==> src/rtl/seg_pkg.sv <==
// ---------------------------------------------------------------------------
// seg_pkg
//   Shared definitions for the 4-digit multiplexed 7-segment scan controller.
//   - state_t     : scan FSM encoding (dead-time blank / digit shown)
//   - disp_cfg_t  : one complete display image (digit nibbles, enables, dots)
//   - SEG_OFF     : full 12-bit bus with every anode and cathode inactive
//   - AN_OFF      : all four anodes inactive
//   - HEX_TABLE   : 16-entry {a,b,c,d,e,f,g} active-low cathode patterns
//   - anode_sel() : active-low one-cold anode pattern for a digit index
// ---------------------------------------------------------------------------
package seg_pkg;

  typedef enum logic {
    ST_BLANK = 1'b0,
    ST_SHOW  = 1'b1
  } state_t;

  // Everything the display needs to render one frame.
  typedef struct packed {
    logic [15:0] value;   // [15:12] digit3 (leftmost) .. [3:0] digit0
    logic [3:0]  dig_en;  // 1 = digit lit in its slot
    logic [3:0]  dp_en;   // 1 = decimal point lit
  } disp_cfg_t;

  localparam disp_cfg_t   CFG_CLEAR = '0;
  localparam logic [11:0] SEG_OFF   = 12'hFFF;
  localparam logic [3:0]  AN_OFF    = 4'hF;

  // Cathode patterns, active-low, bit order {a,b,c,d,e,f,g}.
  // Entry n is selected by HEX_TABLE[n]; the list is written F down to 0.
  localparam logic [15:0][6:0] HEX_TABLE = {
    7'b0111000,  // F
    7'b0110000,  // E
    7'b1000010,  // d
    7'b0110001,  // C
    7'b1100000,  // b
    7'b0001000,  // A
    7'b0000100,  // 9
    7'b0000000,  // 8
    7'b0001111,  // 7
    7'b0100000,  // 6
    7'b0100100,  // 5
    7'b1001100,  // 4
    7'b0000110,  // 3
    7'b0010010,  // 2
    7'b1001111,  // 1
    7'b0000001   // 0
  };

  // Active-low anode pattern with only digit idx driven.
  function automatic logic [3:0] anode_sel(input logic [1:0] idx);
    return AN_OFF & ~(4'b0001 << idx);
  endfunction

endpackage

==> src/rtl/hex7seg.sv <==
// ---------------------------------------------------------------------------
// hex7seg
//   Purely combinational hex digit to 7-segment decoder.
//   Ports:
//     nibble  in  4  hex digit 0..F
//     seg_n   out 7  {a,b,c,d,e,f,g}, active-low
// ---------------------------------------------------------------------------
module hex7seg
  import seg_pkg::*;
(
  input  logic [3:0] nibble,
  output logic [6:0] seg_n
);

  assign seg_n = HEX_TABLE[nibble];

endmodule

==> src/rtl/seg_scan_ctrl.sv <==
// ---------------------------------------------------------------------------
// seg_scan_ctrl
//   Time-multiplexes one shared 12-bit display bus (4 anodes + 8 cathodes)
//   across four hex digits. Each digit owns a slot of CLK_DIV cycles: the
//   first BLANK_CYC cycles drive everything off (dead time against ghosting),
//   the rest show the digit. Slots run digit3, digit2, digit1, digit0, then
//   repeat. New display images are captured into a staging register and only
//   copied into the shadow register that drives the display at the frame
//   boundary, so a frame never mixes old and new digits.
//
//   Parameters:
//     CLK_DIV    cycles per digit slot (blank + show), must be >= BLANK_CYC+1
//     BLANK_CYC  all-off cycles at the start of each slot, 0 disables blanking
//
//   Ports:
//     clk          in   1   system clock, rising edge
//     reset_in     in   1   synchronous, active-low reset
//     load         in   1   strobe: capture value/dig_en/dp_en into staging
//     value        in   16  four hex nibbles, [15:12] = digit3 (leftmost)
//     dig_en       in   4   per-digit enable
//     dp_en        in   4   per-digit decimal point enable
//     segment      out  12  [11:8] an[3:0] active-low, [7:0] {a..g,dp} active-low
//     frame_done   out  1   one-cycle pulse following every frame boundary
//     upd_pending  out  1   staging holds an image not yet on the display
// ---------------------------------------------------------------------------
module seg_scan_ctrl
  import seg_pkg::*;
#(
  parameter int CLK_DIV   = 1000,
  parameter int BLANK_CYC = 50
) (
  input  logic        clk,
  input  logic        reset_in,
  input  logic        load,
  input  logic [15:0] value,
  input  logic [3:0]  dig_en,
  input  logic [3:0]  dp_en,
  output logic [11:0] segment,
  output logic        frame_done,
  output logic        upd_pending
);

  localparam int CNT_W = (CLK_DIV > 1) ? $clog2(CLK_DIV) : 1;
  localparam logic [CNT_W-1:0] CNT_LAST   = CNT_W'(CLK_DIV - 1);
  localparam logic [CNT_W-1:0] BLANK_LAST = CNT_W'((BLANK_CYC > 0) ? BLANK_CYC - 1 : 0);

  // Every slot starts in this state; with no dead time the blank phase is
  // skipped entirely and a slot is SHOW from its first cycle.
  localparam state_t ST_SLOT_START = (BLANK_CYC > 0) ? ST_BLANK : ST_SHOW;

  // -------------------------------------------------------------------------
  // Declarations
  // -------------------------------------------------------------------------
  logic [CNT_W-1:0] cnt_q;
  logic [1:0]       idx_q;
  state_t           state_q;
  state_t           state_d;

  logic             slot_end;
  logic             frame_end;

  disp_cfg_t        cfg_in;
  disp_cfg_t        staging_q;
  disp_cfg_t        shadow_q;
  logic             pend_q;

  logic [3:0]       cur_nibble;
  logic [6:0]       cur_cath;
  logic [11:0]      seg_d;
  logic [11:0]      seg_q;
  logic             fd_q;

  assign cfg_in = '{value: value, dig_en: dig_en, dp_en: dp_en};

  // Last cycle of a slot, and the last cycle of the digit0 slot which closes
  // the frame. The FSM is always in SHOW on a slot's last cycle because the
  // blank phase is strictly shorter than the slot.
  assign slot_end  = (cnt_q == CNT_LAST);
  assign frame_end = slot_end && (idx_q == 2'd0) && (state_q == ST_SHOW);

  // -------------------------------------------------------------------------
  // Slot counter: 0..CLK_DIV-1, wraps only at slot end
  // -------------------------------------------------------------------------
  // NOTE: clocked state is always written with <= so every flop samples the
  // pre-edge value of every other flop, independent of statement order.
  always_ff @(posedge clk) begin
    if (!reset_in) begin
      cnt_q <= '0;
    end else if (slot_end) begin
      cnt_q <= '0;
    end else begin
      cnt_q <= cnt_q + 1'b1;
    end
  end

  // -------------------------------------------------------------------------
  // Digit index: 3 -> 2 -> 1 -> 0 -> 3, advancing at each slot end.
  // The 2-bit decrement wraps from 0 to 3 by itself.
  // -------------------------------------------------------------------------
  always_ff @(posedge clk) begin
    if (!reset_in) begin
      idx_q <= 2'd3;
    end else if (slot_end) begin
      idx_q <= idx_q - 2'd1;
    end
  end

  // -------------------------------------------------------------------------
  // Scan FSM: state register
  // -------------------------------------------------------------------------
  always_ff @(posedge clk) begin
    if (!reset_in) begin
      state_q <= ST_SLOT_START;
    end else begin
      state_q <= state_d;
    end
  end

  // -------------------------------------------------------------------------
  // Scan FSM: next state
  // -------------------------------------------------------------------------
  // NOTE: every signal assigned in a combinational block gets a default at
  // the top; a path that leaves it unassigned would infer a latch.
  always_comb begin
    state_d = state_q;
    if (state_q == ST_BLANK) begin
      if (cnt_q == BLANK_LAST) begin
        state_d = ST_SHOW;
      end
    end else begin
      if (slot_end) begin
        state_d = ST_SLOT_START;
      end
    end
  end

  // -------------------------------------------------------------------------
  // Scan FSM: output decode (registered below)
  // -------------------------------------------------------------------------
  assign cur_nibble = shadow_q.value[{idx_q, 2'b00} +: 4];

  hex7seg u_hex7seg (
    .nibble (cur_nibble),
    .seg_n  (cur_cath)
  );

  // A disabled digit keeps its anode off as well, so its slot is all-off.
  always_comb begin
    seg_d = SEG_OFF;
    if ((state_q == ST_SHOW) && shadow_q.dig_en[idx_q]) begin
      seg_d = {anode_sel(idx_q), cur_cath, ~shadow_q.dp_en[idx_q]};
    end
  end

  // -------------------------------------------------------------------------
  // Staging / shadow images
  //   load outside the boundary : staging <= inputs, pending set
  //   boundary, no load         : shadow  <= staging if pending, pending clear
  //   boundary with load        : shadow  <= inputs directly, pending clear
  // -------------------------------------------------------------------------
  // NOTE: the image registers are reset along with the control state so the
  // display comes up dark rather than showing whatever the flops powered up to.
  always_ff @(posedge clk) begin
    if (!reset_in) begin
      staging_q <= CFG_CLEAR;
      shadow_q  <= CFG_CLEAR;
      pend_q    <= 1'b0;
    end else begin
      if (load) begin
        staging_q <= cfg_in;
      end
      if (frame_end) begin
        if (load) begin
          shadow_q <= cfg_in;
        end else if (pend_q) begin
          shadow_q <= staging_q;
        end
        pend_q <= 1'b0;
      end else if (load) begin
        pend_q <= 1'b1;
      end
    end
  end

  // -------------------------------------------------------------------------
  // Output registers: the pins see the previous cycle's decode, which keeps
  // the board pins glitch-free.
  // -------------------------------------------------------------------------
  always_ff @(posedge clk) begin
    if (!reset_in) begin
      seg_q <= SEG_OFF;
      fd_q  <= 1'b0;
    end else begin
      seg_q <= seg_d;
      fd_q  <= frame_end;
    end
  end

  assign segment     = seg_q;
  assign frame_done  = fd_q;
  assign upd_pending = pend_q;

endmodule

==> config.mk <==
export PLATFORM = sky130hd
export DESIGN_NAME = seg_scan_ctrl
export DESIGN_NICKNAME = d
export VERILOG_FILES = /design/src/rtl/seg_pkg.sv /design/src/rtl/hex7seg.sv /design/src/rtl/seg_scan_ctrl.sv
export SDC_FILE = /design/constraint.sdc
export NUM_CORES = 1
export LEC_CHECK = 0
export CORE_AREA = 3 3 127 92
export DETAILED_ROUTE_END_ITERATION = 8
export DIE_AREA = 0 0 130 95
export GPL_TIMING_DRIVEN = 0
export SKIP_CTS_REPAIR_TIMING = 1
export SKIP_LAST_GASP = 1
export SLEW_MARGIN = 10
export SYNTH_ARGS = -nofsm -noshare
export SYNTH_HDL_FRONTEND = slang
export SYNTH_SLANG_ARGS = --single-unit
==> constraint.sdc <==
create_clock -name clk -period 2.2 [get_ports clk]
set_clock_uncertainty 0.1 [all_clocks]
set_input_delay 0.44 -clock clk [delete_from_list [all_inputs] [get_ports clk]]
set_output_delay 0.44 -clock clk [all_outputs]
set_load 0.03 [all_outputs]
==> impl_results.md <==
- Dpl hpwl: 5038 microns
- Top Family by Delay on Critical Path: multiplexers
- Status: completed
- Clock power frac: 49.2%
- Number of synthesized flops with an enable pin: 0
- Final setup TNS: 0 ns
- Initial Util: 30.04%
- Worst min-delay path startpoint: shadow_q[0]
- Least-Margin Pin Slew: 0.4753 ns
- Antenna viol nets, final: 0
- Port Buffers: 39
- Top cells by area, synth: dfxtp_1, mux2i_1, o211a_1, nor2b_1, ha_1
- Total global routing overflow: 0
- Die W: 130 microns
- Worst r2r src: idx_q[0]
- # DRC: 0
- First-pass GRT wire length: 11180 microns
- Post-synth net total: 335
- Power density cells: 758.2 nW/um^2
- CTS root buffer: clkbuf_16
- Yosys reg bits: 75
- Power Internal: 0.002458 W
- Final hold vios: 0
- Total power draw: 0.003077 W
- Clk sinks: 75
- Placeable Area: 10430 sq um
- Vias in the first global route: 2187
- Worst hold path class: reg2reg
- Yosys cell types: 38
- Ys flop type: dfxtp_1
- Total of max-cap violations: 0
- Net Sw Power: 0.0006183 W
- Area leader, netlist: dfxtp_1
- Hold Path End: shadow_q[0]
- Critical Path RT: 2.28 ns
- Slew Limit Fails: 0
- Mapped cell area: 3134 sq um
- Worst vdd ir: 0.3972 mV
- Via-per-instance ratio: 4.677
- Synth Instances: 296
- GRT Util Overall: 12.09%
- Sequential element share of the synthesized area: 47.90%
- Layout cell share with drive strength beyond 1: 11.76%
- Syn avg cell area: 10.59 sq um
- Lkg Pwr: 1.888 nW
- Comb power frac: 5.2%
- CTS Buf Count: 9
- Clock transition at path regs: 0.05 ns
- Synth top area share: 47.90%
- Setup CP Type: reg2reg
- CTS tree: yes
- Final setup margin: 0.1022 ns
- Initial antenna violation count: 0
- Crit. End Element: register
- Antenna Cells: 0
- Peak Freq: 476.7 MHz
- Fill cell count: 1003
- Max transition margin: 68.31%
- Async S/R FF share, synth: 0%
- CTS H-tree lvls: 3
- Routed WL: 6856 microns
- Warnings, synthesis: 0
- WP depth: 7
- Multi-input gate area: 1504 sq um
- GP Congestion: 0.7530
- Register-to-Register Path Depth: 7
- RSZ-0062 raised after global routing: no
- CP peak stage delay: 0.60 ns
- Flop2flop setup slack: 0.10 ns
- Nets@finish: 392
- Final worst path period share: 95.35%
- Starting DRT DRC Count: 140
- Crit-path cells: buf_6 > mux4_2 > buf_4 > ha_1 > nor2b_1 > a21oi_1 > o221ai_1
- R2r endpoint: segment[2]
- Minimum clock period: 2.098 ns
- Wirelength per Cell: 14.02 microns
- Final Non-Filler Cells: 489
- Bufs on Longest Clock Path: 2
- Vias: 2287
- Slowest CP cell: mux4_2
- Drt first pass iters: 4
- Reg power frac: 45.7%
- DP Cell Count: 467
- Worst-path fanout max: 8
- Worst path arrival time: 2.18 ns
- Die Span Y: 95 microns
- Switching Share: 20.10%
- Register area: 1503 sq um
- Hold path cells: 1
- Cell row count: 31
- Setup violators final: 0
- P&R area growth vs syn: 29.46%
- IO Pins: 41
- CP startpoint: idx_q[0]
- CP Launch Type: register
- Buf/Inv on CP: 2
- Pin count of the biggest net entering global routing: 13
- Die ar.: 12350 sq um
- Pre-CTS setup slack: -0.09407 ns
- Worst skew pair latency: 0.33 ns
## Yosys cell counts (all sizes together), types with 2 or more instances
cell type,count
xor2,5
xnor2,4
nand2b,2
o221ai,4
clkbuf,7
o211a,25
nor2,14
and2,2
mux2i,25
buf,11
o21ai,4
nand3,9
inv,8
o211ai,3
nor3,2
mux4,6
nand4,2
dfxtp,75
ha,12
nor2b,26
nand2,37
a21oi,3
## worst max-delay path by stage
stage | to | slack [ns]
detailed placement | segment[4] | -0.09
global placement | segment[4] | -0.05
floorplan | segment[4] | 0.17
CTS | segment[4] | -0.12
finish | segment[2] | 0.10
global route | segment[2] | 0.008
## state kept, by name, indices dropped and copies added, names as in the netlist
register     cells
state_q          1
shadow_q        24
segment         12
upd_pending      1
staging_q       24
idx_q            2
frame_done       1
cnt_q           10
## cell usage in the layout, fill, tap and decap left out, drive strengths merged, types with 2 or more instances in the layout
master          n
dfxtp          75
clkdlybuf4s50  39
nand2          37
nor2b          26
mux2i          25
o211a          25
clkbuf         18
buf            17
nor2           14
ha             12
nand3           9
inv             8
mux4            6
xor2            5
o221ai          4
xnor2           4
o21ai           4
o211ai          3
a21oi           3
clkinv          3
nand2b          2
nand4           2
nor3            2
bufinv          2
and2            2
## kinds of logic (layout without fill, tap and decap cells)
group | count (synthesis) | in the layout | share of synthesized area (%)
AO/OA/AOI/OAI | 42 | 42 | 11.66
XOR/XNOR | 9 | 9 | 2.515
adder cells (fa/ha/maj) | 12 | 12 | 4.790
buffers and inverters | 26 | 87 | 4.231
flip-flops | 75 | 75 | 47.90
multiplexers | 31 | 31 | 12.77
AND/OR/NAND/NOR | 101 | 101 | 16.13
## layer usage
layer,vias to the layer above,share of wire (%),GRT usage (%)
li1,1151,-,-
met1,1071,49,16.38
met2,59,43,17.58
met3,6,6.6,5.144
met4,0,0.82,3.374
met5,-,0,0
## through the flow
step	util, %	hold WS [ns]	instance area (sq um)
6_report	38.89	0.3881	4058
5_1_grt	38.89	0.4160	4058
4_1_cts	38.31	0.3908	3998
3_5_place_dp	35.36	0.3782	3690
3_3_place_gp	35.36	0.3738	3690
2_1_floorplan	-	0.3571	3134
## worst register-to-register path, cell delays in order, from the launching register on
cell,delay [ns]
dfxtp_2,0.33
buf_6,0.13
mux4_2,0.60
buf_4,0.18
ha_1,0.21
nor2b_1,0.15
a21oi_1,0.11
o221ai_1,0.14
## power by group through the flow
stage | Clock (W) | Combinational (W) | Sequential, W
detailed placement | 0 | 0.000159 | 0.00143
finish | 0.00151 | 0.000159 | 0.00140
CTS | 0.00156 | 0.000161 | 0.00140
global route | 0.00164 | 0.000175 | 0.00141
floorplan | 0 | 0.0000829 | 0.00143
global placement | 0 | 0.000158 | 0.00143
## layout make-up
cell class / instances / share of cell area, %
flip-flops and latches: 75 / 37.03
multi-input cells: 195 / 37.06
well taps: 132 / 4.070
clock inverters: 5 / 1.943
inverters: 8 / 0.7401
repair buffers: 46 / 10.92
plain buffers: 18 / 2.590
clock buffers: 10 / 5.643
No activity file was read; power rests on OpenSTA's default activity.
